$ cat config.mk
export PLATFORM = sky130hd
export DESIGN_NAME = decoder_rr_arbiter
export DESIGN_NICKNAME = d
export VERILOG_FILES = /design/src/rtl/decoder_rr_arbiter.sv
export SDC_FILE = /design/constraint.sdc
export NUM_CORES = 1
export LEC_CHECK = 0
export CAP_MARGIN = 25
export CORE_UTILIZATION = 28
export DETAILED_ROUTE_END_ITERATION = 10
export RECOVER_POWER = 25
export SYNTH_ARGS = -nofsm -noshare
export SYNTH_HDL_FRONTEND = slang
export SYNTH_HIERARCHICAL = 1
export SYNTH_SLANG_ARGS = --single-unit
$ cat constraint.sdc
create_clock -name i_clk -period 3.1 [get_ports i_clk]
set_input_delay 0.31 -clock i_clk [delete_from_list [all_inputs] [get_ports i_clk]]
set_output_delay 0.31 -clock i_clk [all_outputs]
set_load 0.05 [all_outputs]
$ cat src/rtl/decoder_rr_arbiter.sv
// rtl/decoder_rr_arbiter.sv - round-robin arbiter granting one of 8 requesters through a 3-to-8 decoder
// Optional tenure timeout enabled by defining TIMEOUT_EN.

module decoder_3x8 (
    input  logic [2:0] i_in,
    input  logic       i_en,
    output logic [7:0] o_out
);
    always_comb begin
        o_out = 8'h00;
        if (i_en) begin
            o_out[i_in] = 1'b1;
        end
    end
endmodule

module decoder_rr_arbiter #(
    parameter int HOLD_MAX = 16,
    parameter int CNT_W    = 8
) (
    input  logic       i_clk,
    input  logic       i_rst,
    input  logic [7:0] i_req,
    input  logic       i_rel,
    output logic [2:0] o_gnt_idx,
    output logic       o_gnt_en,
    output logic [7:0] o_gnt_onehot,
    output logic       o_busy,
    output logic       o_timeout
);
    typedef enum logic [1:0] {
        ST_IDLE  = 2'd0,
        ST_GRANT = 2'd1,
        ST_GAP   = 2'd2
    } state_t;

    state_t     r_state;
    state_t     w_state_nxt;
    logic [2:0] r_ptr;
    logic [2:0] w_ptr_nxt;
    logic [2:0] r_gnt_idx;
    logic [2:0] w_gnt_idx_nxt;
    logic       r_gnt_en;
    logic       w_gnt_en_nxt;
    logic       r_timeout;
    logic       w_timeout_nxt;

    logic       w_pick_valid;
    logic [2:0] w_pick_idx;
    logic       w_owner_done;
    logic       w_expire;

    // Scan from the highest offset down so the offset closest to r_ptr wins.
    always_comb begin
        w_pick_valid = 1'b0;
        w_pick_idx   = r_ptr;
        for (int i = 7; i >= 0; i--) begin
            if (i_req[r_ptr + 3'(i)]) begin
                w_pick_valid = 1'b1;
                w_pick_idx   = r_ptr + 3'(i);
            end
        end
    end

`ifdef TIMEOUT_EN
    localparam logic [CNT_W-1:0] HOLD_LAST = CNT_W'(HOLD_MAX - 1);
    localparam logic [CNT_W-1:0] HOLD_SAT  = CNT_W'(HOLD_MAX);

    logic [CNT_W-1:0] r_cnt;
    logic [CNT_W-1:0] w_cnt_nxt;

    always_comb begin
        w_cnt_nxt = r_cnt;
        if (r_state == ST_IDLE && w_pick_valid) begin
            w_cnt_nxt = '0;
        end else if (r_state == ST_GRANT && r_cnt != HOLD_SAT) begin
            w_cnt_nxt = r_cnt + 1'b1;
        end
    end

    always_ff @(posedge i_clk or posedge i_rst) begin
        if (i_rst) begin
            r_cnt <= '0;
        end else begin
            r_cnt <= w_cnt_nxt;
        end
    end

    assign w_expire = (r_state == ST_GRANT) && (r_cnt == HOLD_LAST);
`else
    logic w_unused_cfg;
    assign w_unused_cfg = (HOLD_MAX > CNT_W);
    assign w_expire     = 1'b0;
`endif

    assign w_owner_done = i_rel || !i_req[r_gnt_idx];

    always_comb begin
        w_state_nxt   = r_state;
        w_ptr_nxt     = r_ptr;
        w_gnt_idx_nxt = r_gnt_idx;
        w_gnt_en_nxt  = r_gnt_en;
        w_timeout_nxt = 1'b0;
        case (r_state)
            ST_IDLE: begin
                if (w_pick_valid) begin
                    w_gnt_idx_nxt = w_pick_idx;
                    w_gnt_en_nxt  = 1'b1;
                    w_state_nxt   = ST_GRANT;
                end
            end
            ST_GRANT: begin
                // A normal release takes precedence; timeout only flags a forced revoke.
                if (w_owner_done || w_expire) begin
                    w_gnt_en_nxt  = 1'b0;
                    w_ptr_nxt     = r_gnt_idx + 3'd1;
                    w_timeout_nxt = w_expire && !w_owner_done;
                    w_state_nxt   = ST_GAP;
                end
            end
            ST_GAP: begin
                w_state_nxt = ST_IDLE;
            end
            default: begin
                w_gnt_en_nxt = 1'b0;
                w_state_nxt  = ST_IDLE;
            end
        endcase
    end

    always_ff @(posedge i_clk or posedge i_rst) begin
        if (i_rst) begin
            r_state   <= ST_IDLE;
            r_ptr     <= 3'd0;
            r_gnt_idx <= 3'd0;
            r_gnt_en  <= 1'b0;
            r_timeout <= 1'b0;
        end else begin
            r_state   <= w_state_nxt;
            r_ptr     <= w_ptr_nxt;
            r_gnt_idx <= w_gnt_idx_nxt;
            r_gnt_en  <= w_gnt_en_nxt;
            r_timeout <= w_timeout_nxt;
        end
    end

    decoder_3x8 u_dec (
        .i_in  (r_gnt_idx),
        .i_en  (r_gnt_en),
        .o_out (o_gnt_onehot)
    );

    assign o_gnt_idx = r_gnt_idx;
    assign o_gnt_en  = r_gnt_en;
    assign o_busy    = (r_state != ST_IDLE);
    assign o_timeout = r_timeout;
endmodule

==> results.toml, run 1 <==
[routing]
drt_wl_total_mm = 3.49
drt_iter0_drc = 66
wl_per_cell_um = 16.8
viasPerCell = 5.97
drtAntennaViolNets = 0
vias = 1241
drc = 0
firstDrtPassIters = 4

[finish]
n_fill_cell = 447
post-route-util = 0.368
drive_gt1_frac = 0.237
area_delta_synth_final_pct = 24.1
multiInputGateArea_sq_mm = 0.00103
seqCellArea_sq_um = 225
num_antenna_cells = 0
final_nets = 171

[grt]
overflow = 0
grt_antenna_before_repair = 0
grt_max_degree = 19
grt_pass1_vias = 1202
grt_pass1_wl_mm = 5.82
track_usage = 0.147

[synthesis]
synth_seq_area_share = 0.171
async_reset_ff_frac = 1.00
synth_most_common_cell = "nand2_1"
syn_nets = 147
yosys_most_used_dff = "dfrtp_1"
synth_area_leaders = "mux4_2, dfrtp_1, mux2i_1"
synthesis.area_sq_mm = 0.00132
synth.distinct_cells = 51
yosysWarnings = 6
synth_area_per_cell_sq_um = 9.92
synth_top_area_frac = 0.205
syn-instance-count = 133
yosys.area.top_type = "mux4_2"
synth-seq-cells = 9
synth_enable_flop_cells = 0
ys_top_cells_by_count = "nand2_1, mux4_2, dfrtp_1"

[floorplanning]
die_w_um = 70.6
io_pins = 25
core-area_sq_mm = 0.00444
dieArea_sq_mm = 0.00499
rows = 24
die_h_um = 70.6
initial_utilization = 0.297

[sta]
setup_viol = 0
whs_ns = 0.478
period_share = 0.886
worst_pin_slew_ns = 0.508
min_period_ns = 2.75
rsz0062_at_grt = "false"
fmax_ghz = 0.364
clock_skew_ns = 0.00154
fin_tns_setup_ns = 0
finalHoldViolations = 0
max-slew-margin-rel = 0.660
slew_viol_final = 0

[setup_path]
crit_top_cell = "a21oi_1"
cp_top_family = "multiplexers"
path_cells = "inv_2 -> ha_1 -> mux4_2 -> nor4_1 -> a21oi_1 -> nor2_1 -> a31o_1 -> a21oi_1"
startpoint_type = "flip-flop"
slowest_stage = "mux4_2"
worstReg2RegEnd = "o_gnt_idx[1]$_DFFE_PP0P_"
worst-setup-path-type = "flip-flop to flip-flop"
cp_max_fo = 11
cp.depth = 8
reg2reg_depth = 8
end_kind = "flip-flop"
slowest_delay_ns = 0.63
reg2reg_from = "r_ptr[0]$_DFFE_PP0P_"
cp.required_ns = 3.20
cp.arrival_ns = 2.85
worst-path-buf-inv = 1
regToRegSetupSlack_ns = 0.35

[placement]
routabilityCongestion = 0.940
io_buffers = 23
dpl.hpwl_mm = 2.72

[job]
drv_cap = 0

[clock_tree]
cts_sinks = 9
cts_setup_buffers = 0
tritoncts = "built"
cts_resized = 0
clkTransAtPathRegs_ns = 0.05
cts_root_buf = "clkbuf_8"
clock_path_buffers = 2
cts_buffers = 3
clk_latency_ns = 0.23
h-tree-depth = 1
hold_buffers = 0

[hold_path]
hold_path_class = "input port to asynchronous set/reset pin"

[status]
outcome = "completed"
==> stage by stage <==
stage	std cells	instance area [sq um]	setup slack [ns]
CTS	208	1640	0.408
detailed placement	204	1590	0.364
global route	208	1640	0.160
finish	208	1640	0.352
floorplan	133	1320	0.237
global placement	204	1590	0.403
==> layout by cell type, fill, tap and decap left out, types with 5 or more instances in the layout <==
master / netlist / routed
clkdlybuf4s50_1: 0 / 22
nand2_1: 14 / 14
mux4_2: 12 / 12
dfrtp_1: 9 / 9
mux2i_1: 8 / 8
nor2_1: 7 / 7
o21ai_0: 6 / 6
inv_1: 5 / 5
mux2_2: 5 / 5
a21oi_1: 5 / 5
==> kinds of logic after synthesis <==
| logic type | after synthesis | synth area share |
|---|---|---|
| compound gates | 35 | 0.193 |
| other cells | 1 | 0.00284 |
| simple gates | 41 | 0.191 |
| xor+xnor | 4 | 0.0323 |
| fa+ha+maj | 3 | 0.0285 |
| flops | 9 | 0.171 |
| mux | 27 | 0.334 |
| buf+inv | 13 | 0.0484 |
==> state kept, by name (all words and copies together) (netlist names) <==
signal / cells
o_gnt_en: 1
o_gnt_idx: 3
r_ptr: 3
r_state: 2
==> layout make-up <==
cell class,count,share of cell area
flip-flops and latches,9,0.138
multi-input cells,111,0.629
well taps,52,0.0398
repair buffers,25,0.150
clock buffers,4,0.0275
inverters,7,0.0161
==> how the worst max path moves through the flow <==
stage                    startpoint                       end  slack [ns]
2_1_floorplan  r_ptr[1]$_DFFE_PP0P_  o_gnt_idx[0]$_DFFE_PP0P_        0.24
3_3_place_gp               i_req[3]  o_gnt_idx[0]$_DFFE_PP0P_        0.40
3_5_place_dp               i_req[3]  o_gnt_idx[0]$_DFFE_PP0P_        0.36
4_1_cts        r_ptr[0]$_DFFE_PP0P_  o_gnt_idx[1]$_DFFE_PP0P_        0.41
5_1_grt        r_ptr[1]$_DFFE_PP0P_  o_gnt_idx[1]$_DFFE_PP0P_        0.16
6_report       r_ptr[0]$_DFFE_PP0P_  o_gnt_idx[1]$_DFFE_PP0P_        0.35
==> routing by layer <==
layer	track usage	share of wire
met1	0.190	0.43
met2	0.254	0.51
met5	0	0
met3	0.0256	0.053
met4	0.0422	0.014
Power of run 1 is not shown: default switching activity piles up to over one toggle a cycle in this logic, so the estimate is an artifact.
==> run 2: changes to the inputs <==
- CORE_ASPECT_RATIO: default -> 1.1
- GPL_ROUTABILITY_DRIVEN: default -> 0
==> run 2 against run 1 <==
Net effect:
- hold slack worse by 0.00052 ns
- flip-flop and latch count unchanged
- clock skew increased by 0.0011 ns
- utilization rose by 0.51 points
- largest cell class unchanged
- cell count increased by 1.4%
- first-iteration DRC count is 32% lower
- non-clock buffer count grew 1
- critical path depth fell by 1
- register-to-register slack is essentially flat
- fmax is 0.42% lower
==> results.toml, run 2 (synthesis gave the netlist of run 1 again) <==
[sta]
rsz0062_at_grt = "false"
finalHoldViolations = 0
whs_ns = 0.477
fmax_ghz = 0.362
worst_pin_slew_ns = 0.524
clock_skew_ns = 0.00268
max-slew-margin-rel = 0.651
min_period_ns = 2.76
period_share = 0.890
fin_tns_setup_ns = 0
setup_viol = 0
slew_viol_final = 0

[grt]
busiest_layer = "met2"
grt_pass1_vias = 1228
grt_pass1_wl_mm = 6.09
global_route.usage.met3 = 0.0230
track_usage = 0.161
gr-usage-met2 = 0.261
grt_antenna_before_repair = 0
grt_max_degree = 19
met1_usage = 0.221
overflow = 0

[clock_tree]
cts_root_buf = "clkbuf_8"
cts_setup_buffers = 0
tritoncts = "built"
clk_latency_ns = 0.23
clkTransAtPathRegs_ns = 0.04
cts_resized = 0
cts_buffers = 3
cts_sinks = 9
clock_path_buffers = 2
hold_buffers = 0
h-tree-depth = 1

[finish]
final_cell_mix = "clkdlybuf4s50_1, nand2_1, mux4_2"
drive_gt1_frac = 0.242
n_fill_cell = 447
layout_commonest_cell = "clkdlybuf4s50_1"
num_antenna_cells = 0
final_nets = 172
area_delta_synth_final_pct = 24.9

[routing]
drt_iter0_drc = 45
vias = 1230
wl_per_cell_um = 17.2
drt_wl_total_mm = 3.63
drc = 0
drtAntennaViolNets = 0
firstDrtPassIters = 5
viasPerCell = 5.83

[floorplanning]
core-area_sq_mm = 0.00441
io_pins = 25
rows = 25
initial_utilization = 0.299
dieArea_sq_mm = 0.00499
die_h_um = 74.0
die_w_um = 67.4

[placement]
dpl.hpwl_mm = 2.73
io_buffers = 23

[setup_path]
worst-path-buf-inv = 1
end_kind = "flip-flop"
cp.arrival_ns = 2.85
path_cells = "inv_1 -> ha_1 -> mux4_2 -> mux2i_1 -> o21ai_1 -> a2111oi_0 -> a21oi_1"
regToRegSetupSlack_ns = 0.34
cp_top_family = "multiplexers"
slowest_stage = "mux4_2"
slowest_delay_ns = 0.63
cp_max_fo = 11
cp.required_ns = 3.20
worst-setup-path-type = "flip-flop to flip-flop"
startpoint_type = "flip-flop"

[status]
outcome = "completed"

[hold_path]
hold_path_class = "input port to asynchronous set/reset pin"

[job]
drv_cap = 0
run 2: worst reg2reg max path: stages (launching register included):
cell,delay (ns)
dfrtp_1,0.34
inv_1,0.09
ha_1,0.55
mux4_2,0.63
mux2i_1,0.28
o21ai_1,0.09
a2111oi_0,0.50
a21oi_1,0.14
run 2: worst paths after layout:
kind / start / to / cells past startpoint
min in group i_clk: r_state[1]$_DFFE_PP0P_ / r_state[0]$_DFFE_PP0P_ / 2
worst min register to register: r_state[1]$_DFFE_PP0P_ / r_state[0]$_DFFE_PP0P_ / 2
worst max register to register: r_ptr[1]$_DFFE_PP0P_ / o_gnt_idx[1]$_DFFE_PP0P_ / 7
worst min-delay path: i_rst / r_state[0]$_DFFE_PP0P_ / 2
max in group asynchronous: i_rst / r_ptr[0]$_DFFE_PP0P_ / 2
worst max-delay path: r_ptr[1]$_DFFE_PP0P_ / o_gnt_idx[1]$_DFFE_PP0P_ / 7
run 2: layer usage:
| layer | vias up | routed length [um] |
|---|---|---|
| met2 | 58 | 1780 |
| met5 | - | 0 |
| met3 | 4 | 211 |
| met4 | 0 | 44 |
| li1 | 580 | - |
| met1 | 588 | 1590 |
run 2: cell type report:
type	instances	area, sq um	share of cell area
sequential	9	225	0.137
multi-input combinational	111	1030	0.625
inverter	7	26.3	0.0160
tap	54	67.6	0.0410
timing repair buffer	26	253	0.153
clock buffer	4	45.0	0.0274
run 2: stage by stage:
stage                util  instances  area, sq um  setup slack, ns
floorplan               -        133         1320            0.237
global placement    0.363        207         1600            0.360
detailed placement  0.363        207         1600            0.314
CTS                 0.373        211         1650            0.350
global route        0.373        211         1650            0.124
finish              0.373        211         1650            0.341
Power of run 2 is left out for the same reason.
